$ cat src/rtl/uptime_frame_tx_pkg.sv
// Shared constants and FSM encoding for the uptime telemetry transmitter.
// Optional feature macro: UPTIME_TX_PARITY_EN (adds an even-parity bit per byte).
package uptime_frame_tx_pkg;

    // 100 MHz board clock / 115200 baud
    localparam int         CLKS_PER_BIT_DEF = 868;
    localparam logic [7:0] SYNC_BYTE_DEF    = 8'hA5;
    localparam int         CNT_W_DEF        = 32;

`ifdef UPTIME_TX_PARITY_EN
    typedef enum logic [2:0] {
        ST_IDLE,
        ST_START,
        ST_DATA,
        ST_PARITY,
        ST_STOP
    } tx_state_e;

    // Even parity: the parity bit makes the total count of ones even.
    function automatic logic even_parity(input logic [7:0] b);
        return ^b;
    endfunction
`else
    typedef enum logic [1:0] {
        ST_IDLE,
        ST_START,
        ST_DATA,
        ST_STOP
    } tx_state_e;
`endif

endpackage

$ cat src/rtl/uart_byte_tx.sv
// Single-byte UART serialiser: start bit, 8 data bits LSB first,
// optional even-parity bit (UPTIME_TX_PARITY_EN), one stop bit.
// A start request seen on the cycle the stop bit ends chains straight into
// the next start bit with no idle gap.
//
// state     | meaning
// ----------+-----------------------------------------------
// ST_IDLE   | line high, waiting for start
// ST_START  | driving the start bit (0)
// ST_DATA   | driving data bit bit_q
// ST_PARITY | driving the even-parity bit (parity build only)
// ST_STOP   | driving the stop bit (1); done pulses on its last cycle
module uart_byte_tx
    import uptime_frame_tx_pkg::*;
#(
    parameter int CLKS_PER_BIT = CLKS_PER_BIT_DEF
) (
    input  logic       clk,
    input  logic       rst,
    input  logic       start,
    input  logic [7:0] data,
    output logic       tx,
    output logic       done
);

    localparam int            CW       = (CLKS_PER_BIT > 1) ? $clog2(CLKS_PER_BIT) : 1;
    localparam logic [CW-1:0] CNT_LAST = CW'(CLKS_PER_BIT - 1);

    tx_state_e     state_q, state_d;
    logic [CW-1:0] cnt_q, cnt_d;
    logic [2:0]    bit_q, bit_d;
    logic [7:0]    data_q, data_d;
    logic          tx_q, tx_d;
    logic          bit_end;

    // State, bit timer, data latch and line register
    always_ff @(posedge clk or posedge rst) begin
        if (rst) begin
            state_q <= ST_IDLE;
            cnt_q   <= '0;
            bit_q   <= '0;
            data_q  <= '0;
            tx_q    <= 1'b1;
        end else begin
            state_q <= state_d;
            cnt_q   <= cnt_d;
            bit_q   <= bit_d;
            data_q  <= data_d;
            tx_q    <= tx_d;
        end
    end

    // Next-state logic; tx only changes when the bit timer wraps
    always_comb begin
        state_d = state_q;
        cnt_d   = cnt_q;
        bit_d   = bit_q;
        data_d  = data_q;
        tx_d    = tx_q;
        done    = 1'b0;
        bit_end = (cnt_q == CNT_LAST);

        if (state_q != ST_IDLE) begin
            cnt_d = bit_end ? '0 : cnt_q + 1'b1;
        end

        case (state_q)
            ST_IDLE: begin
                cnt_d = '0;
                if (start) begin
                    state_d = ST_START;
                    data_d  = data;
                    tx_d    = 1'b0;
                end
            end
            ST_START: begin
                if (bit_end) begin
                    state_d = ST_DATA;
                    bit_d   = '0;
                    tx_d    = data_q[0];
                end
            end
            ST_DATA: begin
                if (bit_end) begin
                    if (bit_q == 3'd7) begin
`ifdef UPTIME_TX_PARITY_EN
                        state_d = ST_PARITY;
                        tx_d    = even_parity(data_q);
`else
                        state_d = ST_STOP;
                        tx_d    = 1'b1;
`endif
                    end else begin
                        bit_d = bit_q + 3'd1;
                        tx_d  = data_q[bit_q + 3'd1];
                    end
                end
            end
`ifdef UPTIME_TX_PARITY_EN
            ST_PARITY: begin
                if (bit_end) begin
                    state_d = ST_STOP;
                    tx_d    = 1'b1;
                end
            end
`endif
            ST_STOP: begin
                if (bit_end) begin
                    done = 1'b1;
                    if (start) begin
                        state_d = ST_START;
                        data_d  = data;
                        tx_d    = 1'b0;
                    end else begin
                        state_d = ST_IDLE;
                        tx_d    = 1'b1;
                    end
                end
            end
            default: begin
                state_d = ST_IDLE;
                tx_d    = 1'b1;
            end
        endcase
    end

    assign tx = tx_q;

endmodule

$ cat src/rtl/uptime_frame_tx.sv
// Uptime telemetry transmitter: counts every_second strobes and, on each
// send_data strobe, sends SYNC_BYTE followed by the uptime snapshot MSB first.
// Optional feature macro: UPTIME_TX_PARITY_EN (8E1 framing instead of 8N1).
module uptime_frame_tx
    import uptime_frame_tx_pkg::*;
#(
    parameter int         CLKS_PER_BIT = CLKS_PER_BIT_DEF,
    parameter logic [7:0] SYNC_BYTE    = SYNC_BYTE_DEF,
    parameter int         CNT_W        = CNT_W_DEF
) (
    input  logic             clk,
    input  logic             rst,
    input  logic             every_second,
    input  logic             send_data,
    output logic             tx,
    output logic             busy,
    output logic             frame_done,
    output logic             overrun,
    output logic [CNT_W-1:0] uptime
);

    localparam int            NBYTES   = CNT_W / 8;
    localparam int            IW       = $clog2(NBYTES + 1);
    localparam logic [IW-1:0] IDX_LAST = IW'(NBYTES);

    logic [CNT_W-1:0] uptime_q, uptime_d;
    logic [CNT_W-1:0] snap_q, snap_d;
    logic [IW-1:0]    byte_idx_q, byte_idx_d;
    logic             busy_q, busy_d;
    logic             frame_done_q, frame_done_d;
    logic             overrun_q, overrun_d;

    logic             accept;
    logic             byte_start;
    logic [7:0]       byte_data;
    logic             byte_done;

    // Counter, snapshot, sequencer and status flops
    always_ff @(posedge clk or posedge rst) begin
        if (rst) begin
            uptime_q     <= '0;
            snap_q       <= '0;
            byte_idx_q   <= '0;
            busy_q       <= 1'b0;
            frame_done_q <= 1'b0;
            overrun_q    <= 1'b0;
        end else begin
            uptime_q     <= uptime_d;
            snap_q       <= snap_d;
            byte_idx_q   <= byte_idx_d;
            busy_q       <= busy_d;
            frame_done_q <= frame_done_d;
            overrun_q    <= overrun_d;
        end
    end

    // Byte sequencer: the snapshot shifts left so the next payload byte is
    // always at the top; the frame_done cycle still counts as busy.
    always_comb begin
        uptime_d     = every_second ? uptime_q + CNT_W'(1) : uptime_q;
        snap_d       = snap_q;
        byte_idx_d   = byte_idx_q;
        busy_d       = busy_q;
        frame_done_d = 1'b0;
        byte_start   = 1'b0;
        byte_data    = SYNC_BYTE;

        accept    = send_data & ~busy_q & ~frame_done_q;
        overrun_d = send_data & (busy_q | frame_done_q);

        if (accept) begin
            busy_d     = 1'b1;
            byte_idx_d = '0;
            snap_d     = uptime_q;
            byte_start = 1'b1;
        end else if (byte_done) begin
            if (byte_idx_q != IDX_LAST) begin
                byte_start = 1'b1;
                byte_data  = snap_q[CNT_W-1 -: 8];
                snap_d     = snap_q << 8;
                byte_idx_d = byte_idx_q + 1'b1;
            end else begin
                busy_d       = 1'b0;
                frame_done_d = 1'b1;
            end
        end
    end

    uart_byte_tx #(
        .CLKS_PER_BIT(CLKS_PER_BIT)
    ) u_byte_tx (
        .clk  (clk),
        .rst  (rst),
        .start(byte_start),
        .data (byte_data),
        .tx   (tx),
        .done (byte_done)
    );

    assign busy       = busy_q;
    assign frame_done = frame_done_q;
    assign overrun    = overrun_q;
    assign uptime     = uptime_q;

endmodule

$ cat config.mk
export PLATFORM = sky130hd
export DESIGN_NAME = uptime_frame_tx
export DESIGN_NICKNAME = d
export VERILOG_FILES = /design/src/rtl/uptime_frame_tx_pkg.sv /design/src/rtl/uart_byte_tx.sv /design/src/rtl/uptime_frame_tx.sv
export SDC_FILE = /design/constraint.sdc
export NUM_CORES = 1
export LEC_CHECK = 0
export ABC_CLOCK_PERIOD_IN_PS = 4300
export BUFFER_PORTS_ARGS = -buffer_cell sky130_fd_sc_hd__buf_2
export CAP_MARGIN = 0
export CORE_UTILIZATION = 40
export DETAILED_ROUTE_END_ITERATION = 8
export SYNTH_ARGS = -nofsm -noshare
export SYNTH_HDL_FRONTEND = slang
export SYNTH_HIERARCHICAL = 1
export SYNTH_SLANG_ARGS = --single-unit
$ cat constraint.sdc
create_clock -name clk -period 4.3 [get_ports clk]
set_input_delay 0.86 -clock clk [delete_from_list [all_inputs] [get_ports clk]]
set_output_delay 0.86 -clock clk [all_outputs]
set_load 0.05 [all_outputs]
Word level (Yosys, flattened, before mapping)
Cells that the tools add are included.
{"block": "classes", "addsub": 4, "order_cmp": 1, "n_eq_ne": 13, "muxes": 46, "bitwise": 6, "n_reduce_logical": 13}
{"operator": "two-way mux 32 bit", "count": 3}
{"operator": "two-way mux 8 bit", "count": 5}
{"operator": "adder 32 x 1 -> 32 bit (second input constant)", "count": 1}
{"operator": "two-way mux 10 bit", "count": 3}
{"operator": "two-way mux 1 bit", "count": 19}
{"operator": "two-way mux 3 bit", "count": 6}
{"operator": "one-hot mux 8 bit (2 select lines)", "count": 1}
{"operator": "nonzero test 2 bit", "count": 6}
{"operator": "adder 10 x 1 -> 10 bit (second input constant)", "count": 1}
{"operator": "equality test 10 bit (second input constant)", "count": 1}
{"operator": "two-way mux 2 bit", "count": 5}
{"operator": "inequality test 2 x 1 -> 1 bit (second input constant)", "count": 4}
{"operator": "one-hot mux 2 bit (4 select lines)", "count": 1}
{"operator": "AND reduction 4 bit", "count": 2}
{"operator": "adder 3 x 1 -> 3 bit (second input constant)", "count": 2}
{"operator": "inequality test 2 bit (second input constant)", "count": 3}
{"operator": "one-hot mux 3 bit (2 select lines)", "count": 1}
{"operator": "AND reduction 2 bit", "count": 3}
{"operator": "AND reduction 5 bit", "count": 1}
{"operator": "equality test 2 bit (second input constant)", "count": 2}
{"operator": "less-than comparator 3 x 4 -> 1 bit (second input constant)", "count": 1}
{"operator": "one-hot mux 1 bit (4 select lines)", "count": 1}
{"operator": "AND 1 bit", "count": 3}
{"operator": "binary-select mux 1 bit (select 3 bit)", "count": 1}
{"operator": "6 further kinds", "count": 7}
{"block": "totals", "reg_bits": 94, "input_bits": 4, "output_inout_bits": 36, "wordCells": 94}

Longest topological paths before layout
{"block": "depth", "depth_word": 8, "mapped_depth": 10, "depth_no_buf": 10}

Hierarchy
Netlist, hierarchy kept.
{"mod": "uptime_frame_tx", "instances": 1, "cells_per_inst": 315, "area_per_inst_um2": 3194.3}
{"mod": "uart_byte_tx", "instances": 1, "cells_per_inst": 119, "area_per_inst_um2": 1327.5}

Least setup slack after synthesis
Ideal clock, no wire load.
{"block": "synth_timing", "kind": "register to register", "from": "register u_byte_tx.cnt_q[0]", "to": "register u_byte_tx.state_q[1]", "setup_time_ns": 0.125, "arrival_time_ns": 2.348, "t_required_ns": 4.175, "slack_ns": 1.828, "stages_incl_launch_ff": 10, "n_path_buf": 0, "cell_sequence": "dfrtp_1 -> ha_1 -> nand4b_1 -> nor4_4 -> a21boi_1 -> nor2_1 -> inv_1 -> nand2b_1 -> and3_1 -> mux2_2"}
{"block": "synth_between", "elab_chain_cells": 7}
{"item": "start: declaration", "line": "uart_byte_tx.sv:30", "rtl": "logic [CW-1:0] cnt_q, cnt_d;"}
{"item": "start signal: assignment", "line": "uart_byte_tx.sv:46", "rtl": "cnt_q <= cnt_d;"}
{"item": "equality test 10 bit", "line": "uart_byte_tx.sv:61", "rtl": "bit_end = (cnt_q == CNT_LAST);"}
{"item": "two-way mux 1 bit", "line": "uart_byte_tx.sv:108", "rtl": "if (bit_end) begin"}
{"item": "two-way mux 1 bit", "line": "uart_byte_tx.sv:67", "rtl": "case (state_q)"}
{"item": "via byte_done", "line": "uptime_frame_tx.sv:36", "rtl": "logic byte_done;"}
{"item": "two-way mux 1 bit", "line": "uptime_frame_tx.sv:76", "rtl": "end else if (byte_done) begin"}
{"item": "two-way mux 1 bit", "line": "uptime_frame_tx.sv:71", "rtl": "if (accept) begin"}
{"item": "via byte_start", "line": "uptime_frame_tx.sv:34", "rtl": "logic byte_start;"}
{"item": "inequality test 2 bit (no line)"}
{"item": "AND reduction 5 bit (no line)"}
{"item": "end signal: assignment", "line": "uart_byte_tx.sv:45", "rtl": "state_q <= state_d;"}
{"item": "end: declaration", "line": "uart_byte_tx.sv:29", "rtl": "tx_state_e state_q, state_d;"}
The timed path passes the listed nets, and every way through them passes these cells.
A chain may end at the register's enable or synchronous reset.

Worst setup path after layout
Ends and elaborated chain as after synthesis.

==> out/qor.json <==
{
  "status": {"value": "finished, final reports clean"},
  "avgRoutedWirePerCell": {"value": 15.1, "unit": "um"},
  "tritoncts": {"value": "built"},
  "vdd.ir_drop.worst": {"value": 0.326, "unit": "mV"},
  "grt_most_used_layer": {"value": "met2"},
  "cp-start-kind": {"value": "register"},
  "drive_gt1_share": {"value": 19.2, "unit": "%"},
  "cts_buffer_depth": {"value": 2},
  "first_iter_violations": {"value": 197},
  "synth.top_cell.area_share": {"value": 51.5, "unit": "%"},
  "yosys_warnings": {"value": 6},
  "hold_viol": {"value": 0},
  "grt_max_degree": {"value": 53},
  "core": {"value": 10900, "unit": "um2"},
  "height_of_the_chip": {"value": 108, "unit": "um"},
  "first_pass_grt_wire_length": {"value": 15700, "unit": "um"},
  "finalCritPeriodShare": {"value": 71.9, "unit": "%"},
  "criticalPathCategory": {"value": "reg2reg"},
  "synth_flop_cell": {"value": "sky130_fd_sc_hd__dfrtp_1"},
  "count_of_flip_flops_with_a_built_in_enable_after_synthesis": {"value": 0},
  "worst_slew_pin_slew": {"value": 1.10, "unit": "ns"},
  "postSynthAreaPerCell": {"value": 10.4, "unit": "um2"},
  "swShare": {"value": 33.2, "unit": "%"},
  "ctsResizeCount": {"value": 0},
  "buffer_ports.inserted": {"value": 39},
  "fin_total_pwr": {"value": 2.57, "unit": "mW"},
  "fp.dieArea": {"value": 11700, "unit": "um2"},
  "gp_congestion": {"value": 0.781},
  "insertedDiodeCount": {"value": 0},
  "top_level_i_o_count": {"value": 40},
  "chipWidth": {"value": 108, "unit": "um"},
  "placementRows": {"value": 38},
  "final-max-slew-violation-count": {"value": 0},
  "area_growth_syn_to_layout": {"value": 13.3, "unit": "%"},
  "postCtsHoldBufs": {"value": 0},
  "critical_path_required": {"value": 4.52, "unit": "ns"},
  "route.vias.total": {"value": 3246},
  "worst_slew_margin_rel": {"value": 26.5, "unit": "%"},
  "worstPathMaxFanout": {"value": 32},
  "placed_cell_area": {"value": 4840, "unit": "um2"},
  "final-instance-count-excl-fill": {"value": 614},
  "detail_route.vias_per_cell": {"value": 5.29},
  "power_frac_clock": {"value": 29.2, "unit": "%"},
  "yosys_register_bits": {"value": 94},
  "internal_power": {"value": 1.72, "unit": "mW"},
  "detail_route.wirelength": {"value": 9260, "unit": "um"},
  "initial_antenna_violation_count": {"value": 0},
  "globalRoute.totalOverflow": {"value": 0},
  "grt_use_total": {"value": 17.3, "unit": "%"},
  "nNetsFinal": {"value": 484},
  "cts_root_buffer": {"value": "sky130_fd_sc_hd__clkbuf_16"},
  "setup_repair_after_global_routing_missed_its_margin": {"value": "false"},
  "syn-instance-count": {"value": 434},
  "worst_skew_pair.late_latency": {"value": 0.34, "unit": "ns"},
  "synth_nets": {"value": 449},
  "clkSlewWorstSetupHoldPaths": {"value": 0.06, "unit": "ns"},
  "route.detailed.drc": {"value": 0},
  "timing.final.setup_violations": {"value": 0},
  "post_synthesis_instance_area": {"value": 4520, "unit": "um2"},
  "ctsHtreeMaxLevel": {"value": 3},
  "layout.cell_area.non_filler": {"value": 5120, "unit": "um2"},
  "critical_path_capture_point_type": {"value": "register"},
  "setup_total_negative_slack": {"value": 0, "unit": "ns"},
  "yosysSeqAreaShare": {"value": 52.0, "unit": "%"},
  "gr-usage-met3": {"value": 3.56, "unit": "%"},
  "powerDensity": {"value": 501, "unit": "nW/um2"},
  "timing.fmax": {"value": 323, "unit": "MHz"},
  "share_seq_of_total_power": {"value": 46.9, "unit": "%"},
  "route.antenna.remaining_nets": {"value": 0},
  "yosysMostFrequentCell": {"value": "sky130_fd_sc_hd__dfrtp_1"},
  "yosys-top-cells-count": {"value": "93 x sky130_fd_sc_hd__dfrtp_1, 69 x sky130_fd_sc_hd__nand2_1, 45 x sky130_fd_sc_hd__nor2_1"},
  "synth_area_leaders": {"value": "sky130_fd_sc_hd__dfrtp_1 51%, sky130_fd_sc_hd__nand2_1 5.7%, sky130_fd_sc_hd__xnor2_1 5.2%, sky130_fd_sc_hd__nor2_1 3.7%, sky130_fd_sc_hd__a31oi_1 3.5%"},
  "dpl.cell_count": {"value": 598},
  "min_period": {"value": 3.09, "unit": "ns"},
  "drtPass1Iterations": {"value": 6},
  "met2_usage": {"value": 26.4, "unit": "%"},
  "cts_num_sinks": {"value": 94},
  "worstHoldPathType": {"value": "reg2reg"},
  "switchingPower": {"value": 0.853, "unit": "mW"},
  "p_leak": {"value": 2.40, "unit": "nW"},
  "globalRouteMet1Util": {"value": 24.2, "unit": "%"},
  "postCtsSetupRepairBufs": {"value": 0},
  "cts-buffers-inserted": {"value": 9},
  "postSynth.asyncResetShare": {"value": 100, "unit": "%"},
  "dp_hpwl": {"value": 6490, "unit": "um"},
  "drv_cap": {"value": 0},
  "power.combinational.fraction": {"value": 24.0, "unit": "%"},
  "synth.largest_area_cell": {"value": "sky130_fd_sc_hd__dfrtp_1"},
  "clock-skew-final": {"value": 0.00994, "unit": "ns"},
  "synth.distinct_cells": {"value": 48},
  "initial_utilization": {"value": 41.4, "unit": "%"},
  "first_global_vias": {"value": 3128},
  "worstPathArrival": {"value": 3.31, "unit": "ns"}
}
placed cells by master (no fill, tap or decap), drive strengths merged, types with 2 or more instances in the layout:
| master | instances |
|---|---|
| mux2i | 4 |
| a31oi | 25 |
| nor4 | 8 |
| dfrtp | 93 |
| clkinv | 2 |
| nor2b | 2 |
| and4 | 2 |
| a22o | 11 |
| xnor2 | 27 |
| nand3 | 12 |
| or3 | 8 |
| ha | 11 |
| nand4 | 10 |
| and3 | 9 |
| mux2 | 11 |
| inv | 19 |
| and2 | 3 |
| buf | 42 |
| nor3 | 9 |
| o21ai | 2 |
| nor3b | 2 |
| clkbuf | 13 |
| a31o | 2 |
| a211oi | 2 |
| a221oi | 2 |
| nand2 | 69 |
| xor2 | 14 |
| a21oi | 2 |
| nor2 | 45 |
power groups by stage:
stage / clock network [mW] / registers [mW] / logic (mW)
after global placement: 0 / 1.21 / 0.601
after global routing: 0.814 / 1.23 / 0.681
after detailed placement: 0 / 1.22 / 0.616
final: 0.749 / 1.20 / 0.615
after CTS: 0.773 / 1.20 / 0.621
after floorplan: 0 / 1.30 / 0.382
metal layers:
metal	share of wire (%)	routed length [um]	vias to the layer above
li1	-	-	1568
met1	49	4530	1619
met2	47	4330	48
met3	2.8	257	11
met4	1.5	140	0
met5	0	0	-
state kept, by name (all words and copies together) (netlist names):
signal	flops
busy	1
byte_idx_q	3
frame_done	1
overrun	1
snap_q	32
u_byte_tx/bit_q	3
u_byte_tx/cnt_q	10
u_byte_tx/data_q	8
u_byte_tx/state_q	2
u_byte_tx/tx	1
uptime	32
cell type report:
type                       count  area, um2
fill                        1069       5810
sequential                    94       2350
multi-input combinational    303       2020
clock buffer                  13        260
timing repair buffer          42        218
tap                          140        175
inverter                      19       71.3
clock inverter                 3       21.3
critical path, cell delays in order (launching register included):
cell and delay, ns:
sky130_fd_sc_hd__dfrtp_1 0.38, sky130_fd_sc_hd__ha_1 0.26, sky130_fd_sc_hd__nand4b_1 0.27, sky130_fd_sc_hd__nor4_4 0.37, sky130_fd_sc_hd__a21boi_2 0.21, sky130_fd_sc_hd__buf_4 0.32
sky130_fd_sc_hd__nor2_1 0.23, sky130_fd_sc_hd__inv_1 0.21, sky130_fd_sc_hd__nand2b_1 0.17, sky130_fd_sc_hd__and3_1 0.20, sky130_fd_sc_hd__mux2_2 0.34
metrics by stage:
stage | hold slack (ns) | util (%) | setup slack (ns)
after floorplan | 0.455 | - | 1.67
after global placement | 0.468 | 44.3 | 1.37
after CTS | 0.493 | 46.8 | 1.17
after detailed placement | 0.484 | 44.3 | 1.21
final | 0.489 | 46.8 | 1.21
after global routing | 0.521 | 46.8 | 0.951
path summary, 6_finish.rpt:
check                      cells past startpoint                               end                         start  slack (ns)
min reg2reg                                    1      u_byte_tx/cnt_q[0]$_DFF_PP0_  u_byte_tx/cnt_q[0]$_DFF_PP0_        0.49
max reg2reg                                   10  u_byte_tx/state_q[1]$_DFFE_PP0P_  u_byte_tx/cnt_q[0]$_DFF_PP0_        1.21
max in group asynchronous                      3             uptime[0]$_DFFE_PP0P_                           rst        2.65
max                                           10  u_byte_tx/state_q[1]$_DFFE_PP0P_  u_byte_tx/cnt_q[0]$_DFF_PP0_        1.21
min in group asynchronous                      2      u_byte_tx/cnt_q[0]$_DFF_PP0_                           rst        0.73
min                                            1      u_byte_tx/cnt_q[0]$_DFF_PP0_  u_byte_tx/cnt_q[0]$_DFF_PP0_        0.49
kinds of logic (layout without fill, tap and decap cells):
group,Yosys count,in the layout,share of synthesized area (%)
fa+ha+maj,11,11,3.04
xor+xnor,41,41,7.94
compound gates,50,50,8.08
mux,16,16,4.12
buf+inv,37,77,3.29
simple gates,185,185,21.5
flops,94,94,52.0
Power figures use the tool's default switching activity.
